<file path="src/rtl/credit_packet_sender_pkg.sv">
// Shared types and field layout for the credit-based packet sender.
package credit_packet_sender_pkg;

  localparam int unsigned TYPE_W = 2;
  localparam int unsigned ID_W   = 10;

  // Field positions, counted down from the flit MSB (DW-1).
  localparam int unsigned SID_MSB_OFS = TYPE_W;
  localparam int unsigned DST_MSB_OFS = TYPE_W + ID_W;

  typedef enum logic [TYPE_W-1:0] {
    FT_BODY = 2'b00,
    FT_HEAD = 2'b01,
    FT_TAIL = 2'b10
  } flit_type_t;

  typedef enum logic [1:0] {
    ST_IDLE,
    ST_BODY,
    ST_TAIL
  } state_t;

endpackage

</file>
<file path="src/rtl/credit_packet_sender_credit_counter.sv">
// Saturating credit counter: whole-packet reservation on start, +1 per credit return.
module credit_counter #(
  parameter int unsigned CREDITS = 16,
  parameter int unsigned PKT_LEN = 8,
  parameter int unsigned CW      = $clog2(CREDITS + 1)
) (
  input  logic          clk,
  input  logic          rst,
  input  logic          start,
  input  logic          credit_upd,
  output logic [CW-1:0] credit_cnt,
  output logic          credit_err
);

  localparam logic [CW:0] PKT_W = (CW + 1)'(PKT_LEN);
  localparam logic [CW:0] MAX_W = (CW + 1)'(CREDITS);

  logic [CW:0] sum;

  // Start and return in the same cycle are both applied; start is only issued with enough credits.
  always_comb begin
    sum = {1'b0, credit_cnt} - (start ? PKT_W : '0) + {{CW{1'b0}}, credit_upd};
  end

  // Counter register with saturation and sticky overflow flag.
  always_ff @(posedge clk) begin
    if (rst) begin
      credit_cnt <= CW'(CREDITS);
      credit_err <= 1'b0;
    end else if (sum > MAX_W) begin
      credit_cnt <= CW'(CREDITS);
      credit_err <= 1'b1;
    end else begin
      credit_cnt <= sum[CW-1:0];
    end
  end

endmodule

</file>
<file path="src/rtl/credit_packet_sender.sv">
// Packetizes a PE payload stream into HEAD/BODY/TAIL flits, gated by downstream credits.
module credit_packet_sender
  import credit_packet_sender_pkg::*;
#(
  parameter int unsigned     DW      = 32,
  parameter int unsigned     PKT_LEN = 8,
  parameter int unsigned     CREDITS = 16,
  parameter logic [ID_W-1:0] SID     = '0
) (
  input  logic                         clk,
  input  logic                         rst,
  input  logic                         valid_i_pe,
  input  logic [DW-3:0]                data_i_pe,
  input  logic [ID_W-1:0]              dst_i_pe,
  output logic                         ready_o_pe,
  output logic                         valid_o_nw,
  output logic [DW-1:0]                data_o_nw,
  input  logic                         ready_i_nw,
  input  logic                         credit_upd,
  output logic [$clog2(CREDITS+1)-1:0] credit_cnt,
  output logic [15:0]                  pkt_cnt,
  output logic                         credit_err
);

  localparam int unsigned CW = $clog2(CREDITS + 1);
  localparam int unsigned BW = $clog2(PKT_LEN);

  if (CREDITS < PKT_LEN) begin : g_chk_credits
    $error("credit_packet_sender: CREDITS must be >= PKT_LEN");
  end
  if (PKT_LEN < 3) begin : g_chk_len
    $error("credit_packet_sender: PKT_LEN must be >= 3");
  end

  state_t        state, state_next;
  logic [BW-1:0] body_cnt;
  logic          slot_free;
  logic          start, pe_hs, tail_load, last_body;
  logic [DW-1:0] load_flit;

  assign slot_free = ~valid_o_nw | ready_i_nw;
  assign last_body = (body_cnt == BW'(PKT_LEN - 3));

  credit_counter #(
    .CREDITS (CREDITS),
    .PKT_LEN (PKT_LEN),
    .CW      (CW)
  ) u_credit (
    .clk        (clk),
    .rst        (rst),
    .start      (start),
    .credit_upd (credit_upd),
    .credit_cnt (credit_cnt),
    .credit_err (credit_err)
  );

  // State register.
  always_ff @(posedge clk) begin
    if (rst) state <= ST_IDLE;
    else     state <= state_next;
  end

  // Next-state logic.
  always_comb begin
    state_next = state;
    unique case (state)
      ST_IDLE: if (start) state_next = ST_BODY;
      ST_BODY: if (pe_hs && last_body) state_next = ST_TAIL;
      ST_TAIL: if (tail_load) state_next = ST_IDLE;
      default: state_next = ST_IDLE;
    endcase
  end

  // Per-state handshakes and the flit to load into the output register.
  always_comb begin
    ready_o_pe = 1'b0;
    start      = 1'b0;
    pe_hs      = 1'b0;
    tail_load  = 1'b0;
    load_flit  = '0;
    unique case (state)
      ST_IDLE: begin
        start = valid_i_pe && (credit_cnt >= CW'(PKT_LEN)) && slot_free;
        load_flit[DW-1 -: TYPE_W]               = FT_HEAD;
        load_flit[DW-1-SID_MSB_OFS -: ID_W]     = SID;
        load_flit[DW-1-DST_MSB_OFS -: ID_W]     = dst_i_pe;
      end
      ST_BODY: begin
        ready_o_pe = slot_free;
        pe_hs      = valid_i_pe && slot_free;
        load_flit  = {FT_BODY, data_i_pe};
      end
      ST_TAIL: begin
        tail_load              = slot_free;
        load_flit[DW-1 -: TYPE_W] = FT_TAIL;
        load_flit[15:0]        = pkt_cnt;
      end
      default: ;
    endcase
  end

  // Output register: load when the slot is free, hold while stalled.
  always_ff @(posedge clk) begin
    if (rst) begin
      valid_o_nw <= 1'b0;
      data_o_nw  <= '0;
    end else if (slot_free) begin
      valid_o_nw <= start | pe_hs | tail_load;
      if (start | pe_hs | tail_load) data_o_nw <= load_flit;
    end
  end

  // Body word counter and completed-packet counter.
  always_ff @(posedge clk) begin
    if (rst) begin
      body_cnt <= '0;
      pkt_cnt  <= '0;
    end else begin
      if (start)          body_cnt <= '0;
      else if (pe_hs)     body_cnt <= body_cnt + BW'(1);
      if (tail_load)      pkt_cnt  <= pkt_cnt + 16'd1;
    end
  end

endmodule

</file>
<file path="config.mk">
export PLATFORM = sky130hd
export DESIGN_NAME = credit_packet_sender
export DESIGN_NICKNAME = d
export VERILOG_FILES = /design/src/rtl/credit_packet_sender_pkg.sv /design/src/rtl/credit_packet_sender_credit_counter.sv /design/src/rtl/credit_packet_sender.sv
export SDC_FILE = /design/constraint.sdc
export NUM_CORES = 1
export LEC_CHECK = 0
export CAP_MARGIN = 5
export CORE_MARGIN = 2
export CORE_UTILIZATION = 49
export DETAILED_ROUTE_END_ITERATION = 8
export HOLD_SLACK_MARGIN = 0.05
export PLACE_DENSITY_LB_ADDON = 0.2
export SYNTH_ARGS = -nofsm -noshare
export SYNTH_HDL_FRONTEND = slang
export SYNTH_HIERARCHICAL = 1
export SYNTH_SLANG_ARGS = --single-unit
export TNS_END_PERCENT = 30
</file>
<file path="constraint.sdc">
create_clock -name clk -period 4.76 [get_ports clk]
set_input_delay 0.952 -clock clk [delete_from_list [all_inputs] [get_ports clk]]
set_output_delay 0.952 -clock clk [all_outputs]
set_load 0.01 [all_outputs]
</file>
==> results of run 1 <==
state kept, by name, indices dropped and copies added, names as in the netlist:
signal,cells
data_o_nw,32
pkt_cnt,16
u_credit/credit_cnt,5
body_cnt,3
state,2
u_credit/credit_err,1
valid_o_nw,1
routing by layer:
metal	track usage	vias up	part of all wire
li1	-	1413	-
met1	0.308	1388	0.45
met2	0.411	127	0.47
met3	0.0527	10	0.069
met4	0.0950	0	0.014
met5	0	-	0
power by group through the flow:
stage,logic [mW],clock network [mW],registers (mW)
after floorplan,0.390,0,0.644
after global placement,0.648,0,0.624
after detailed placement,0.665,0,0.625
after CTS,0.671,0.558,0.615
after global routing,0.732,0.580,0.623
final,0.676,0.550,0.614
worst reg2reg max path: stages, from the launching register on:
cell,delay [ns]
dfxtp_1,0.33
inv_1,0.10
ha_1,0.52
o2111ai_2,0.22
inv_2,0.31
inv_1,0.09
ha_1,0.30
ha_1,0.30
or3b_4,0.39
a21oi_2,0.16
nor2_2,0.09
or3_1,0.32
logic make-up after synthesis:
kind of cell               Yosys count  synth area share
AOI/OAI and AO/OA                   97             0.226
xor gates and xnor gates            12            0.0353
adders and majority gates           16            0.0672
buffers and inverters               41            0.0559
DFF                                 60             0.403
muxes                                1           0.00336
and+or+nand+nor                    100             0.209
area by class of cell:
cell class / instances / area, um^2 / share of cell area
Clock buffer: 9 / 124 / 0.0294
Multi-Input combinational cell: 226 / 1620 / 0.383
Tap cell: 75 / 93.8 / 0.0222
Sequential cell: 60 / 1200 / 0.285
Inverter: 13 / 48.8 / 0.0116
Timing Repair Buffer: 103 / 1020 / 0.241
Clock inverter: 7 / 115 / 0.0273
layout by cell type (no fill, tap or decap), drive strengths merged, types with 10 or more instances in the layout:
cell            n
a21oi          27
a22oi          13
clkdlybuf4s50  99
dfxtp          60
ha             16
inv            13
nand2          11
nand3          17
nand4b         16
nor2           10
o211ai         10
o31ai          17
per-stage QoR:
step,power [mW],hold slack [ns],utilization,setup slack (ns),std cells
2_1_floorplan,1.03,0.481,-,1.53,327
3_3_place_gp,1.27,0.442,0.676,0.828,477
3_5_place_dp,1.29,0.461,0.676,0.728,477
4_1_cts,1.84,0.471,0.717,1.06,493
5_1_grt,1.94,0.491,0.717,0.874,493
6_report,1.84,0.468,0.717,1.04,493
final timing paths:
check                                 to  slack [ns]  cells past startpoint
setup / recovery  u_credit/credit_cnt[4]        1.04                     12
hold / removal             data_o_nw[26]        0.47                      2
setup reg to reg  u_credit/credit_cnt[4]        1.51                     11
hold reg to reg            data_o_nw[26]        0.47                      2
==> results.toml, run 1 <==
[logic_synthesis]
ys.flop_type = "dfxtp_1"
synth_fp_nets = 388
synth-edff-count = 0
synth_area_leaders = "dfxtp_1, ha_1, nand4b_1"
yosysMostFrequentCell = "dfxtp_1"
yosysUniqueCellTypes = 51
avgSynthCellArea_um2 = 9.11
synth_top_area_cell = "dfxtp_1"
ys_ff_latch = 60
synth_cells = 327
synth_top_cell_area_share = 0.403
syn_area_mm2 = 0.00298
ys_seq_area_frac = 0.403
yosysWarnings = 6
async_flop_share = 0
yosys-top-cells-count = "dfxtp_1, a21oi_1, o31ai_1"

[layout]
antenna_cells = 0
drive_above_1_share = 0.0789
design_area_mm2 = 0.00422
fin_nets = 474
nFillCells = 456
area_growth_pct = 41.6

[timing]
slew_violations = 0
worst_pin_slew_ns = 1.09
fin_skew_ns = 0.00948
setup_viol = 0
tns_ns = 0
finalHoldViolations = 0
rsz0062_at_grt = "false"
slew_headroom = 0.275
period_minus_slack_ns = 3.72
period_share = 0.780
clock.fmax_mhz = 269

[global_routing]
antenna_found_initial = 0
grt_max_degree = 64
grtUsageTotal = 0.246
grt_remaining_overflow = 0
first_global_vias = 2758
grt_first_pass_wirelength_um = 12700

[clock_tree]
cts_resized = 0
cts_tree = "built"
cts_sinks = 60
postCtsSetupBuffers = 0
htreeDepth = 3
hold_buffers = 0
clock_path_buffers = 2
insertion_delay_ns = 0.34
cts.reportedPaths.clkPinSlew_ns = 0.08
cts-root-buf = "clkbuf_8"
numCtsBuffers = 9

[power]
sw_frac_of_total = 0.342
p_switching_uw = 630
irDropWorstVdd_uv = 327
seqPwrFrac = 0.334
power.density_mw_per_mm2 = 436
p_int_mw = 1.21
p_comb_frac = 0.367
p_leak_nw = 1.49
power_frac_clock = 0.299

[worst_hold_path]
min_path_type = "reg2reg"
hold_start = "data_o_nw[26]"

[job]
max_cap_viol_count = 0

[worst_setup_path]
reg2reg_from = "state[0]"
required_ns = 4.97
critPathMaxFanout = 19
cp_slowest_cell = "clkdlybuf4s50_1"
crit_start = "ready_i_nw"
end_kind = "flop"
cp.arrival_ns = 3.92
cpLargestDelayFamily = "buffers and inverters"
cp_cell_sequence = "clkdlybuf4s50_1, nand2b_1, buf_4, o2111ai_2, inv_2, inv_1, ha_1, ha_1, or3b_4, a21oi_2, nor2_2, or3_1"
path_class = "in2reg"
cp_num_buf_inv = 4
crit_top_cell = "ha_1"
critPathMaxStageDelay_ns = 0.52
critPathLaunchType = "primary input"

[floorplan]
core_mm2 = 0.00589
die_w_um = 82.0
ios = 101
die_y_um = 82.0
start_util = 0.506
die_area_mm2 = 0.00672
core.rowCount = 28

[detailed_routing]
wl_per_cell_um = 16.6
dr.pass1.iters = 5
drc_errors = 0
via_per_inst = 5.96
first_iter_violations = 268
ant_nets = 0
routed_wl_um = 8180
routed-via-count = 2938

[placement]
postPlaceCellArea_mm2 = 0.00398
portBuffers = 100
hpwlAfterDp_um = 5340
gp_congestion = 0.809

[outcome]
status = "finished clean"
(Power assumes the default switching activity.)
==> run 2, diff against run 1 <==
--- a/config.mk
+++ b/config.mk
@@ -7,7 +7,7 @@
 export LEC_CHECK = 0
 export CAP_MARGIN = 5
 export CORE_MARGIN = 2
-export CORE_UTILIZATION = 49
+export CORE_UTILIZATION = 41
 export DETAILED_ROUTE_END_ITERATION = 8
 export HOLD_SLACK_MARGIN = 0.05
 export PLACE_DENSITY_LB_ADDON = 0.2
==> constraint.sdc (replaced) <==
create_clock -name clk -period 3.1 [get_ports clk]
set_input_delay 0.62 -clock clk [delete_from_list [all_inputs] [get_ports clk]]
set_output_delay 0.62 -clock clk [all_outputs]
set_load 0.01 [all_outputs]
==> run 2 against run 1 <==
Combinational power is 60% higher. Routed wire length is 2.4% higher. Die area is 19% higher. Clock power is 43% higher. Utilization is 12 points lower. Worst setup slack worse by 0.89 ns. First-iteration DRC count is 46% lower. Non-clock buffer count is 9 higher. Final cell count is 6.5% higher. Critical path type unchanged.
==> results.toml, run 2 (synthesis gave the netlist of run 1 again) <==
[outcome]
status = "finished clean"

[clock_tree]
cts-root-buf = "clkbuf_8"
insertion_delay_ns = 0.35
htreeDepth = 3
numCtsBuffers = 9
hold_buffers = 0
postCtsSetupBuffers = 0
cts_tree = "built"
cts.reportedPaths.clkPinSlew_ns = 0.07
cts_sinks = 60
cts_resized = 0
clock_path_buffers = 2

[job]
max_cap_viol_count = 0

[power]
p_comb_frac = 0.384
power.density_mw_per_mm2 = 654
seqPwrFrac = 0.337
total_power_mw = 2.81
irDropWorstVdd_uv = 308
sw_frac_of_total = 0.348
p_switching_uw = 977
power_frac_clock = 0.280
p_leak_nw = 1.52
p_int_mw = 1.83

[timing]
clock.fmax_mhz = 340
period_minus_slack_ns = 2.94
setup_viol = 0
worst_pin_slew_ns = 0.626
finalHoldViolations = 0
slew_violations = 0
setup_ws_ns = 0.158
hold_ws_ns = 0.461
rsz0062_at_grt = "false"
slew_headroom = 0.583
tns_ns = 0
fin_skew_ns = 0.00985
period_share = 0.949

[layout]
layout_commonest_cell = "clkdlybuf4s50_1"
layout_common_cells = "clkdlybuf4s50_1, dfxtp_1, a21oi_1"
design_area_mm2 = 0.00429
postLayoutCoreUtil = 0.601
area_growth_pct = 44.1
drive_above_1_share = 0.0939
antenna_cells = 0
largest_reg_flops = 32
stdcell_count = 525
regMostFlops = "data_o_nw"
fin_nets = 483
top_regs = "data_o_nw: 32 flops, pkt_cnt: 16 flops, u_credit/credit_cnt: 5 flops"

[detailed_routing]
first_iter_violations = 146
dr.pass1.iters = 4
ant_nets = 0
wl_per_cell_um = 16.0
routed_wl_um = 8380
via_per_inst = 5.54
drc_errors = 0
routed-via-count = 2908

[placement]
gp_congestion = 0.782
dpl.cell_count = 510
portBuffers = 100
pre_cts_ws_ns = -0.191
hpwlAfterDp_um = 5560
postPlaceCellArea_mm2 = 0.00408

[global_routing]
grt_remaining_overflow = 0
grtUsageTotal = 0.219
grt_max_degree = 48
grt_first_pass_wirelength_um = 13300
first_global_vias = 2778
antenna_found_initial = 0

[worst_setup_path]
critPathLaunchType = "primary input"
critPathMaxFanout = 5
required_ns = 3.33
path_class = "in2reg"
cp.arrival_ns = 3.17
end_kind = "flop"

[floorplan]
core_mm2 = 0.00714
die_y_um = 89.2
start_util = 0.417
die_w_um = 89.2
core.rowCount = 31
ios = 101
die_area_mm2 = 0.00796

[worst_hold_path]
min_path_type = "reg2reg"
## run 2: layout make-up
cell class,count,area (um^2)
well taps,99,124
fillers,707,2850
multi-input cells,226,1620
inverters,13,48.8
repair buffers,112,1090
clock inverters,4,73.8
clock buffers,11,141
flip-flops and latches,60,1200
## run 2: per-layer routing
| layer | wire length [um] | GRT usage | vias up |
|---|---|---|---|
| met5 | 0 | 0 | - |
| met3 | 490 | 0.0406 | 12 |
| li1 | - | - | 1423 |
| met2 | 3890 | 0.345 | 91 |
| met1 | 3870 | 0.290 | 1382 |
| met4 | 126 | 0.106 | 0 |
## run 2: critical path, cell delays in order
cell,delay [ns]
clkdlybuf4s50_1,0.54
nand2b_1,0.19
o2111ai_2,0.15
inv_2,0.08
inv_1,0.04
ha_1,0.29
ha_1,0.30
or3b_4,0.39
a21oi_2,0.17
nor2_2,0.09
or3_1,0.31
## run 2: path summary, 6_finish.rpt
check             cells after the start  slack (ns)                     end           from
setup / recovery                     11        0.16  u_credit/credit_cnt[4]     ready_i_nw
hold / removal                        2        0.46           data_o_nw[28]  data_o_nw[28]
setup reg to reg                     11        0.57  u_credit/credit_cnt[4]       state[0]
hold reg to reg                       2        0.46           data_o_nw[28]  data_o_nw[28]
## run 2: power by group through the flow
stage / clock, mW / combinational (mW) / sequential (mW)
6_report: 0.785 / 1.08 / 0.944
5_1_grt: 0.835 / 1.18 / 0.954
4_1_cts: 0.800 / 1.08 / 0.944
3_5_place_dp: 0 / 1.07 / 0.960
3_3_place_gp: 0 / 1.05 / 0.959
2_1_floorplan: 0 / 0.599 / 0.989
==> patch, RTL diff (config.mk and constraints of run 2) <==
Encoding of `state_t`: now one-hot (3 bits for 3 states).
--- a/src/rtl/credit_packet_sender_pkg.sv
+++ b/src/rtl/credit_packet_sender_pkg.sv
@@ -15,8 +15,8 @@
   } flit_type_t;
 
-  typedef enum logic [1:0] {
-    ST_IDLE,
-    ST_BODY,
-    ST_TAIL
+  typedef enum logic [2:0] {
+    ST_IDLE = 3'b001,
+    ST_BODY = 3'b010,
+    ST_TAIL = 3'b100
   } state_t;
 
Formal check against the unedited RTL: same outputs for any inputs over 10 cycles, from zero or initial values and one cycle with rst high; not proved beyond that.
==> patch against run 2 <==
- sequential cell count is 1 higher
- combinational power down 25%
- die area is 0.72% higher
- hold slack improved by 0.024 ns
- clock skew is 0.00087 ns lower
- area after synthesis is 0.76% higher
- total power fell by 14%
- wire length shrank 1.2%
- final area increased by 0.82%
- worst setup slack improved by 0.11 ns
- register-to-register slack gained 0.09 ns
- largest cell class unchanged
==> patch: results (changes against run 2) <==
metric,value,unit,change
globalRouteMet1Util,0.286,,was 0.290
hp-class,reg -> reg,,unchanged
ir_worst_vdd,0.359,mV,was 0.308 mV
fin_nets,480,,was 483
synth_cells,322,,was 327
tightestPinTransition,0.692,ns,was 0.626 ns
ys_top_cells_by_count,"dfxtp_1, a21oi_1, clkbuf_1, nor3_1",,"was dfxtp_1, a21oi_1, o31ai_1"
grt_pass1_vias,2728,,was 2778
pre_cts_ws,-0.0425,ns,was -0.191 ns
dp.cells,511,,was 510
synth.area.top_cells,"dfxtp_1, ha_1, a31o_2, a22oi_1, nand3b_1",,"was dfxtp_1, ha_1, nand4b_1, a21oi_1, o31ai_1"
final_cells,527,,was 525
placed_cell_area,4130,µm²,was 4080 µm²
wl_met1,3.91,mm,was 3.87 mm
ys_seq_area_frac,0.407,,was 0.403
worstReg2RegStart,u_credit/credit_cnt[4]$_SDFF_PP1_,,was state[0]$_SDFFE_PP0P_
arrival,3.04,ns,was 3.17 ns
core,7180,µm²,was 7140 µm²
h-tree-depth,3,,unchanged
drive_gt1_frac,0.124,,was 0.0939
grt_max_degree,30,,was 48
place.gp.congestion,0.839,,was 0.782
status,finished clean,,unchanged
grt_first_pass_wirelength,13.1,mm,was 13.3 mm
critPathMaxFanout,5,,unchanged
wl_met2,3.86,mm,was 3.89 mm
finalClockSkew,0.00898,ns,was 0.00985 ns
groute.layer.met2.usage,0.330,,was 0.345
grt_util_met3,0.0295,,was 0.0406
routedWlPerCell,15.7,µm,was 16.0 µm
syn-num-nets,379,,was 388
dr.first_iter.drc_count,169,,was 146
wl_met3,373,µm,was 490 µm
synth_mux_area_frac,0.00334,,was 0.00336
leakage,1.48,nW,was 1.52 nW
dr.pass1.iters,5,,was 4
grt_util_all_layers,0.209,,was 0.219
synthDistinctLibCells,55,,was 51
synth_compound_area_frac,0.248,,was 0.226
cts_buffers,9,,unchanged
dpl.hpwl,5.96,mm,was 5.56 mm
synth_xor_area_frac,0.0321,,was 0.0353
synthAdderAreaFrac,0.0500,,was 0.0672
dr_total_vias,2943,,was 2908
clock_latency,0.33,ns,was 0.35 ns
min_from,data_o_nw[23]$_SDFFE_PP0P_,,was data_o_nw[28]$_SDFFE_PP0P_
patch: cell count changes after synthesis, sizes merged, moves of 7 or more:
cell / change
a22o: +10
a211oi: +7
nand4b: -14
nor3: +10
o211ai: -10
nand3: -15
nand3b: +14
o31ai: -13
a31o: +14
patch: final timing paths:
| kind | to | slack, ns | cells past startpoint |
|---|---|---|---|
| worst max-delay path | u_credit/credit_cnt[4]$_SDFF_PP1_ | 0.27 | 11 |
| worst min-delay path | data_o_nw[23]$_SDFFE_PP0P_ | 0.49 | 1 |
| worst max register to register | u_credit/credit_cnt[4]$_SDFF_PP1_ | 0.66 | 10 |
| worst min register to register | data_o_nw[23]$_SDFFE_PP0P_ | 0.49 | 1 |
patch: critical path: stages:
cell and delay [ns]:
clkdlybuf4s50_1 0.49, nand2b_1 0.16, nand4_1 0.12, inv_1 0.09, inv_1 0.04, ha_1 0.30, ha_1 0.30, or3b_4 0.38
a21oi_2 0.17, nor2_2 0.09, or3_1 0.30
patch: through the flow:
| stage | hold WS, ns | util |
|---|---|---|
| final | 0.485 | 0.603 |
| after CTS | 0.484 | 0.603 |
| after global placement | 0.462 | 0.576 |
| after global routing | 0.502 | 0.603 |
| after floorplan | 0.479 | - |
| after detailed placement | 0.466 | 0.576 |
patch: report_power, final:
group / switching, mW / total (mW) / internal (mW) / leakage, nW
registers: 0.0462 / 0.900 / 0.854 / 0.494
logic: 0.414 / 0.810 / 0.395 / 0.892
clock network: 0.300 / 0.691 / 0.391 / 0.0964
patch: final cells by class:
| class | count | area, µm² |
|---|---|---|
| Sequential cell | 61 | 1220 |
| Clock buffer | 12 | 145 |
| Fill cell | 647 | 2850 |
| Clock inverter | 4 | 47.5 |
| Timing Repair Buffer | 114 | 1110 |
| Multi-Input combinational cell | 226 | 1640 |
| Inverter | 11 | 41.3 |
| Tap cell | 99 | 124 |
